## config.mk

```make
export PLATFORM = sky130hd
export DESIGN_NAME = r2w1_write_merger
export DESIGN_NICKNAME = d
export VERILOG_FILES = /design/src/rtl/r2w1_write_merger.sv
export SDC_FILE = /design/constraint.sdc
export NUM_CORES = 1
export LEC_CHECK = 0
export CORE_MARGIN = 2
export CORE_UTILIZATION = 45
export DETAILED_ROUTE_END_ITERATION = 6
export GPL_ROUTABILITY_DRIVEN = 0
export HOLD_SLACK_MARGIN = 0.03
export PLACE_DENSITY = 0.66
export SLEW_MARGIN = 20
export SYNTH_ARGS = -nofsm -noshare
export SYNTH_HDL_FRONTEND = slang
export SYNTH_SLANG_ARGS = --single-unit
```

## constraint.sdc

```tcl
create_clock -name clk -period 6.1 [get_ports clk]
set_input_delay 1.525 -clock clk [delete_from_list [all_inputs] [get_ports clk]]
set_output_delay 1.525 -clock clk [all_outputs]
set_load 0.03 [all_outputs]
```

## src/rtl/r2w1_write_merger.sv

```systemverilog
// Write-side front end for the 2R/1W register RAM: merges two valid/ready write
// channels through a small in-order FIFO onto the RAM's single registered write port.
module r2w1_write_merger #(
  parameter int DATA_WIDTH = 8,
  parameter int ADDR_WIDTH = 12,
  parameter int DEPTH_BITS = 2
) (
  input  logic                  clk,
  input  logic                  reset_n,
  input  logic                  valid_a,
  input  logic [ADDR_WIDTH-1:0] addr_a,
  input  logic [DATA_WIDTH-1:0] data_a,
  output logic                  ready_a,
  input  logic                  valid_b,
  input  logic [ADDR_WIDTH-1:0] addr_b,
  input  logic [DATA_WIDTH-1:0] data_b,
  output logic                  ready_b,
  output logic [ADDR_WIDTH-1:0] addr_w,
  output logic [DATA_WIDTH-1:0] data_w,
  output logic                  we,
  output logic                  busy
);

  localparam int DEPTH = 2 ** DEPTH_BITS;
  localparam int CW    = DEPTH_BITS + 1;
  localparam int EW    = ADDR_WIDTH + DATA_WIDTH;

  logic [EW-1:0]         mem_q [DEPTH];
  logic [DEPTH_BITS-1:0] wrPtr_q, wrPtr_d;
  logic [DEPTH_BITS-1:0] rdPtr_q, rdPtr_d;
  logic [DEPTH_BITS-1:0] wrPtrNext;
  logic [DEPTH_BITS-1:0] slotB;
  logic [CW-1:0]         count_q, count_d;
  logic [ADDR_WIDTH-1:0] addrW_q, addrW_d;
  logic [DATA_WIDTH-1:0] dataW_q, dataW_d;
  logic                  we_q, we_d;
  logic                  accA, accB, pop;

  // Readies come from the registered count only, so producers see no path from the drain.
  assign ready_a = (count_q <= CW'(DEPTH - 1));
  assign ready_b = (count_q <= CW'(DEPTH - 2));

  assign accA      = valid_a & ready_a;
  assign accB      = valid_b & ready_b;
  assign pop       = (count_q != '0);
  assign wrPtrNext = wrPtr_q + DEPTH_BITS'(1);
  assign slotB     = accA ? wrPtrNext : wrPtr_q;

  always_comb begin
    wrPtr_d = wrPtr_q + DEPTH_BITS'(accA) + DEPTH_BITS'(accB);
    rdPtr_d = rdPtr_q;
    count_d = count_q + CW'(accA) + CW'(accB) - CW'(pop);
    addrW_d = addrW_q;
    dataW_d = dataW_q;
    we_d    = pop;
    if (pop) begin
      rdPtr_d = rdPtr_q + DEPTH_BITS'(1);
      {addrW_d, dataW_d} = mem_q[rdPtr_q];
    end
  end

  always_ff @(posedge clk or negedge reset_n) begin
    if (!reset_n) begin
      wrPtr_q <= '0;
      rdPtr_q <= '0;
      count_q <= '0;
      addrW_q <= '0;
      dataW_q <= '0;
      we_q    <= 1'b0;
    end else begin
      wrPtr_q <= wrPtr_d;
      rdPtr_q <= rdPtr_d;
      count_q <= count_d;
      addrW_q <= addrW_d;
      dataW_q <= dataW_d;
      we_q    <= we_d;
    end
  end

  // B lands behind A, so for a shared address B's data is issued last and wins.
  always_ff @(posedge clk) begin
    if (accA) mem_q[wrPtr_q] <= {addr_a, data_a};
    if (accB) mem_q[slotB]   <= {addr_b, data_b};
  end

  assign addr_w = addrW_q;
  assign data_w = dataW_q;
  assign we     = we_q;
  assign busy   = (count_q != '0) | we_q;

endmodule

```

==> flow_summary.ini, run 1 <==
[outcome]
run_status = complete, no violations

[die]
coreArea_um2 = 11500
die_y_um = 113
die_w_um = 113
rows = 39
start_util_pct = 46.4
dieArea_um2 = 12700
ios = 68

[timing]
setup_violations = 0
slew_violations = 0
relSlewSlack_pct = 34.0
finalWorstSetupSlack_ps = 2350
layout_min_cycle_time_ps = 3750
hold_viol = 0
clock.fmax_mhz = 267
skew_ps = 9.77
tns_ps = 0
max_slew.worst_pin.slew_ps = 990
fin_crit_sh_pct = 61.5
rsz0062_at_grt = no

[global_route]
overflow = 0
grtUsageTotal_pct = 17.7
grt_pass1_wl_um = 16900
antenna_found_initial = 0
grt_pass1_vias = 3098
grt_max_degree = 29

[logic_synthesis]
synthXorXnorAreaFrac_pct = 0.659
yosys.area_share.simple_pct = 2.12
synth_fp_nets = 358
synthTopCellsByArea = edfxtp_1, mux2_2, dfrtp_1, mux4_2, mux2_4
syn-cell-area_um2 = 5320
yosysTopAreaCellShare_pct = 45.2
synth_edf_count = 80
synth_compound_area_share_pct = 2.56
yosysTopAreaCell = edfxtp_1
netlist_instances = 304
ys.flop_type = edfxtp_1
synth_fa_ha_area_share_pct = 2.78
ys_types = 31
synthArstFlopShare_pct = 25.9
synth_mux_area_share_pct = 30.5
synth.avg_cell_area_um2 = 17.5
ys_warn_count = 0
yosysMostFrequentCell = mux2_2
synth_top_family_by_area = multiplexers
synth_seq_area_share_pct = 58.3
synth-seq-cells = 108
synth_top_cells_by_count = mux2_2, edfxtp_1, dfrtp_1

[placed_design]
place_ws_ps = 1840
hpwl_um = 6560
io_buffers = 67
dp_cells = 506

[power]
swShare_pct = 34.0
total_power_mw = 3.14
pwr-share-comb_pct = 42.3
p_seq_share_pct = 39.1
irDropWorstVdd_v = 0.000288
leakagePower_nw = 2.27
intPower_mw = 2.07
netSwitchingPower_mw = 1.07
cellPowerDensity_nw_per_um2 = 480
pwr-share-clk_pct = 18.6

[routing]
dr.pass1.iters = 4
wl_per_cell_um = 19.8
route.vias.total = 2854
routed_via_density = 5.43
finalWirelength_um = 10400
drt_iter0_drc = 97
drc = 0
ant_nets = 0

[worst_setup_path]
cp-start-kind = input port
criticalPathCategory = in2reg
crit_end = mem_q[0][3]$_DFFE_PP_
r2r_end = mem_q[0][3]$_DFFE_PP_
r2r_cells = 7
worstPathArrival_ps = 3800
worstPathRequired_ps = 6150
reg2reg_setup_slack_ps = 3170
cp_max_fo = 13
critPathCaptureType = flip-flop
rr_startpoint = count_q[2]$_DFF_PN0_
startpoint = valid_a

[clocking]
cts_buffer_depth = 2
cts.htree.levels = 3
clkSinkCount = 108
clock-root-buffer = clkbuf_16
hold_buffers = 0
clock_latency_ps = 340
postCtsSetupBuffers = 0
cts_tree = built
cts.clk_slew.worst_paths_ps = 70
cts_resized = 0
cts_made_buffers = 9

[final_layout]
finalNetCount = 432
utilization_pct = 57.1
fin_cells = 526
synthToLayoutAreaGrowth_pct = 23.0
drive_gt1_share_pct = 41.8
diodes = 0
fill_cells = 910

[hold_path]
hold_class = reg2reg
whs_path_depth = 1

[flow_run]
cap_violations = 0
-- how the worst min path moves through the flow --
stage	startpoint	end	slack, ps
2_1_floorplan	wrPtr_q[1]$_DFF_PN0_	wrPtr_q[1]$_DFF_PN0_	560
3_3_place_gp	data_w[5]$_DFFE_PN0N_	data_w[5]$_DFFE_PN0N_	490
3_5_place_dp	data_w[0]$_DFFE_PN0N_	data_w[0]$_DFFE_PN0N_	490
4_1_cts	addr_w[3]$_DFFE_PN0N_	addr_w[3]$_DFFE_PN0N_	510
5_1_grt	addr_w[5]$_DFFE_PN0N_	addr_w[5]$_DFFE_PN0N_	520
6_report	addr_w[3]$_DFFE_PN0N_	addr_w[3]$_DFFE_PN0N_	500
-- state kept, by name, indices dropped and copies added (netlist names) --
register	count
addr_w	12
count_q	3
data_w	8
mem_q	80
rdPtr_q	2
we	1
wrPtr_q	2
-- cell usage in the layout (no fill, tap or decap), types with 4 or more instances in the layout --
cell type | netlist | layout
mux4_2 | 20 | 20
inv_1 | 10 | 10
o32ai_4 | 0 | 4
buf_4 | 0 | 7
edfxtp_1 | 80 | 80
ha_1 | 7 | 7
clkbuf_16 | 0 | 9
dfrtp_1 | 28 | 28
mux2_4 | 12 | 12
mux2_2 | 88 | 88
clkdlybuf4s50_1 | 0 | 67
o211ai_1 | 4 | 4
a21oi_2 | 4 | 4
-- cell families (layout without fill, tap and decap cells) --
kind of cell,Yosys count,count (layout)
AO/OA/AOI/OAI,17,17
XOR/XNOR,4,4
adder cells (fa/ha/maj),10,10
buffers and inverters,26,105
flip-flops,108,108
multiplexers,120,120
AND/OR/NAND/NOR,19,19
-- critical path: stages --
cell and delay (ps):
clkdlybuf4s50_1 410, nor2b_1 180, nand2_1 380, nand2_1 340
o32ai_4 710, buf_6 250
-- power groups by stage --
stage	Combinational (mW)	Clock, mW	Sequential (mW)
floorplan	0.795	0	1.32
global placement	1.29	0	1.24
detailed placement	1.31	0	1.25
CTS	1.31	0.598	1.24
global route	1.44	0.630	1.26
finish	1.33	0.586	1.23
-- final cells by class --
type                    instances  area [µm²]  share of cell area, %
clock buffers                  10         239                   3.65
clock inverters                 6        62.6                  0.956
inverters                      11        41.3                  0.631
multi-input cells             170        2130                   32.6
flip-flops and latches        108        3100                   47.4
well taps                     143         179                   2.73
repair buffers                 78         788                   12.0
-- per-stage QoR --
stage,hold slack (ps),area (µm²)
floorplan,558,5320
global placement,487,6180
detailed placement,495,6180
CTS,512,6480
global route,520,6550
finish,505,6550
-- layer usage --
layer	GRT usage, %	up-vias	share of wire [%]
li1	-	1341	-
met1	22.6	1458	43
met2	30.9	45	54
met3	2.52	10	2.5
met4	6.18	0	1.3
met5	0	-	0
No activity file was read; power rests on OpenSTA's default activity.
==> run 2, diff against run 1 <==
Settings changed: PLACE_DENSITY 0.66 to 0.69.
Clock period 6.1 ns to 3.1 ns, I/O delays scaled along.
==> run 2 against run 1 <==
Compared with the run above:
- core utilization up 0.70 points
- final area up 1.2%
- sequential power up 90%
- global-route usage up 0.14 points
- sequential share of layout area down 0.57 points
- critical path depth down 1
- final cell count up 1.5%
- hold slack better by 0.66 ps
- via count up 1.5%
- largest cell class unchanged
- largest power group unchanged
==> flow_summary.ini, run 2 (same netlist as run 1, synthesis figures left out) <==
[hold_path]
hold_class = reg2reg
whs_path_depth = 1

[power]
irDropWorstVdd_v = 0.000585
total_power_mw = 6.25
leakagePower_nw = 2.31
cellPowerDensity_nw_per_um2 = 943

[die]
die_y_um = 113
coreArea_um2 = 11500
dieArea_um2 = 12700
die_w_um = 113
ios = 68
rows = 39
start_util_pct = 46.4

[worst_setup_path]
worstPathArrival_ps = 2100
crit_slowest_cell = clkdlybuf4s50_1
worstPathRequired_ps = 2320
criticalPathCategory = reg2out
cp-start-kind = flip-flop
cp_max_fo = 6
r2r_cells = 7
cpPeakStageDelay_ps = 680
critPathCaptureType = output port
cp_cell_sequence = inv_1 -> ha_1 -> and3b_2 -> nor2_1 -> clkdlybuf4s50_1

[outcome]
run_status = complete, no violations

[routing]
dr.pass1.iters = 4
routed_via_density = 5.43
ant_nets = 0
wl_per_cell_um = 19.8
drt_iter0_drc = 139
route.vias.total = 2897
finalWirelength_um = 10600
drc = 0

[global_route]
grt_max_degree = 29
grt_pass1_wl_um = 17100
overflow = 0
grt_pass1_vias = 3203
grtUsageTotal_pct = 17.8
antenna_found_initial = 0

[flow_run]
cap_violations = 0

[final_layout]
ff_latch_area_um2 = 3100
largest_reg_flops = 80
synthToLayoutAreaGrowth_pct = 24.6
finalNetCount = 440
finalInstanceArea_um2 = 6630
utilization_pct = 57.8
top_register = mem_q
drive_gt1_share_pct = 42.7
multi_input_area_um2 = 2130
layout_commonest_cell = mux2_2
mostFrequentLayoutCells = mux2_2, edfxtp_1, clkdlybuf4s50_1, dfrtp_1, mux4_2
diodes = 0
fill_cells = 892

[clocking]
cts_tree = built
cts_resized = 0
clock-root-buffer = clkbuf_16
cts.clk_slew.worst_paths_ps = 70
clkSinkCount = 108
clock_latency_ps = 350
cts_made_buffers = 9
postCtsSetupBuffers = 0
cts.htree.levels = 3
cts_buffer_depth = 2
hold_buffers = 0

[timing]
slew_violations = 0
rsz0062_at_grt = no
skew_ps = 7.91
setup_violations = 0
max_slew.worst_pin.slew_ps = 443
hold_viol = 0
relSlewSlack_pct = 70.5
clock.fmax_mhz = 348
layout_min_cycle_time_ps = 2870
fin_crit_sh_pct = 92.6

[placed_design]
io_buffers = 67
place_area_um2 = 6330
hpwl_um = 6830
run 2: power by group:
| part | internal, mW | switching (mW) | leakage (nW) |
|---|---|---|---|
| Clock | 0.643 | 0.488 | 0.143 |
| Combinational | 1.38 | 1.39 | 1.12 |
| Sequential | 2.12 | 0.225 | 1.06 |
| Total | 4.14 | 2.11 | 2.31 |
run 2: path summary, 6_finish.rpt:
kind                                           to  slack (ps)                  start
setup reg to reg           mem_q[3][10]$_DFFE_PP_         450   wrPtr_q[1]$_DFF_PN0_
setup / recovery                          ready_a         230   count_q[2]$_DFF_PN0_
hold / removal              data_w[6]$_DFFE_PN0N_         510  data_w[6]$_DFFE_PN0N_
hold reg to reg             data_w[6]$_DFFE_PN0N_         510  data_w[6]$_DFFE_PN0N_
min in group asynchronous  addr_w[10]$_DFFE_PN0N_         840                reset_n
max in group asynchronous  rdPtr_q[0]$_DFFE_PN0N_        1940                reset_n
run 2: cell type report:
cell class	count	share of cell area [%]
clock buffers	11	3.66
clock inverters	5	0.774
inverters	11	0.623
multi-input cells	170	32.2
flip-flops and latches	108	46.8
well taps	143	2.70
repair buffers	86	13.2
run 2: per-stage QoR:
stage               worst slack, ps  std cells  TNS, ps  hold slack, ps
floorplan                      -162        304   -12990             479
global placement                341        518        0             487
global route                   69.6        534        0             526
finish                          230        534        0             506
CTS                             208        534        0             511
detailed placement              285        518        0             496
run 2: metal layers:
layer | vias to the layer above | routed length (µm) | track usage [%]
met2 | 66 | 5440 | 30.5
li1 | 1352 | - | -
met4 | 0 | 236 | 8.05
met5 | - | 0 | 0
met1 | 1463 | 4510 | 22.7
met3 | 16 | 361 | 2.52
run 2: worst max-delay path: cells and delay by family (launching register included):
kind          cells  cell delay, ps
simple gates      2             320
buf+inv           2             780
fa+ha+maj         1             200
flops             1             450
==> run 3, diff against run 2 <==
Clock period 3.1 ns to 2.6 ns, I/O delays scaled along.
==> run 3 against run 2 <==
Compared with the run above:
- clock power rose by 36%
- die area did not move
- critical path depth did not move
- critical path type unchanged
==> flow_summary.ini, run 3 (same netlist as run 1, synthesis figures left out) <==
[outcome]
run_status = complete, no violations

[routing]
finalWirelength_um = 10600
routed_via_density = 5.41
drt_iter0_drc = 112
route.vias.total = 2900
ant_nets = 0
wl_per_cell_um = 19.8
dr.pass1.iters = 5
drc = 0

[flow_run]
cap_violations = 0

[final_layout]
largest_reg_flops = 80
mostFrequentLayoutCells = mux2_2, edfxtp_1, clkdlybuf4s50_1, dfrtp_1, mux4_2
fin_cells = 536
top_register = mem_q
finalInstanceArea_um2 = 6720
layout_commonest_cell = mux2_2
finalNetCount = 442
synthToLayoutAreaGrowth_pct = 26.4
diodes = 0
drive_gt1_share_pct = 43.0

[clocking]
cts_tree = built
postCtsSetupBuffers = 0
clock-root-buffer = clkbuf_16
cts.clk_slew.worst_paths_ps = 70
clock_latency_ps = 340
clkSinkCount = 108
cts.htree.levels = 3
cts_made_buffers = 9
cts_buffer_depth = 2

[worst_setup_path]
criticalPathCategory = reg2out
cp_top_family = buffers and inverters
cpPeakStageDelay_ps = 460
cp-start-kind = flip-flop
worstPathArrival_ps = 1820
worstPathRequired_ps = 1950
cp.depth = 5
cp_cell_sequence = inv_1 -> ha_1 -> and3b_2 -> nor2_1 -> dlygate4sd2_1
crit_slowest_cell = dfrtp_1
r2r_cells = 8
cp_max_fo = 6
path_buf_inv = 2
critPathCaptureType = output port

[global_route]
grt_pass1_wl_um = 17300
overflow = 0
grt_max_degree = 29
grt_pass1_vias = 3276
grtUsageTotal_pct = 17.9
antenna_found_initial = 0

[timing]
layout_min_cycle_time_ps = 2470
skew_ps = 7.79
clock.fmax_mhz = 405
setup_violations = 0
slew_violations = 0
hold_viol = 0
fin_crit_sh_pct = 95.0
max_slew.worst_pin.slew_ps = 419
rsz0062_at_grt = no
relSlewSlack_pct = 72.0

[die]
ios = 68
die_y_um = 113
die_w_um = 113
dieArea_um2 = 12700
start_util_pct = 46.4
rows = 39
coreArea_um2 = 11500

[placed_design]
dp_cells = 520
hpwl_um = 6770
place_area_um2 = 6380
io_buffers = 67

[power]
leakagePower_nw = 2.36
cellPowerDensity_nw_per_um2 = 1150
irDropWorstVdd_v = 0.000658

[hold_path]
hold_class = reg2reg
whs_path_depth = 1
-- run 3: cell count changes in the layout (fill, tap and decap cells not counted), sizes merged, moves of 2 or more --
cell	change
clkdlybuf4s50	-2
clkbuf	-2
buf	+2
bufinv	+2
dlygate4sd2	+2
-- run 3: path summary, 6_finish.rpt --
path	from	to	slack (ps)
setup reg to reg	count_q[2]$_DFF_PN0_	mem_q[0][15]$_DFFE_PP_	290
setup / recovery	count_q[2]$_DFF_PN0_	ready_a	130
min in group asynchronous	reset_n	addr_w[10]$_DFFE_PN0N_	710
hold / removal	data_w[6]$_DFFE_PN0N_	data_w[6]$_DFFE_PN0N_	500
max in group asynchronous	reset_n	count_q[1]$_DFF_PN0_	1590
hold reg to reg	data_w[6]$_DFFE_PN0N_	data_w[6]$_DFFE_PN0N_	500
-- run 3: where the power goes --
| group | leakage (nW) | internal [mW] | total (mW) | switching [mW] |
|---|---|---|---|---|
| sequential | 1.06 | 2.53 | 2.73 | 0.203 |
| clock | 0.165 | 0.938 | 1.54 | 0.604 |
| combinational | 1.14 | 1.69 | 3.43 | 1.74 |
| total | 2.36 | 5.16 | 7.70 | 2.55 |
-- run 3: timing repair --
action | in CTS | in global routing
endpoints found under the hold margin | 0 | 0
setup endpoints to repair | 2 | 0
hold buffers | 0 | 0
resized for setup | 2 | 0
-- run 3: metrics by stage --
step	util, %	power, mW	hold slack (ps)	setup slack (ps)	setup TNS (ps)
6_report	58.6	7.70	505	131	0
5_1_grt	58.6	8.12	521	18.6	0
4_1_cts	58.6	7.79	511	110	0
3_5_place_dp	55.7	6.27	495	-75.2	-1060
3_3_place_gp	55.7	6.19	488	-43.9	-43.9
2_1_floorplan	-	4.96	354	-537	-42990
-- run 3: metal layers --
metal / track usage, % / share of wire (%) / wire (µm)
met1: 22.0 / 42 / 4450
met2: 32.8 / 54 / 5760
met3: 3.16 / 2.9 / 311
met4: 4.63 / 1.1 / 116
met5: 0 / 0 / 0
-- run 3: final cells by class --
type                            count  area [µm²]
Fill cell                         889        4740
Inverter                           11        41.3
Tap cell                          143         179
Sequential cell                   108        3100
Multi-Input combinational cell    170        2130
Clock buffer                        9         225
Timing Repair Buffer               88         926
Clock inverter                      7         115
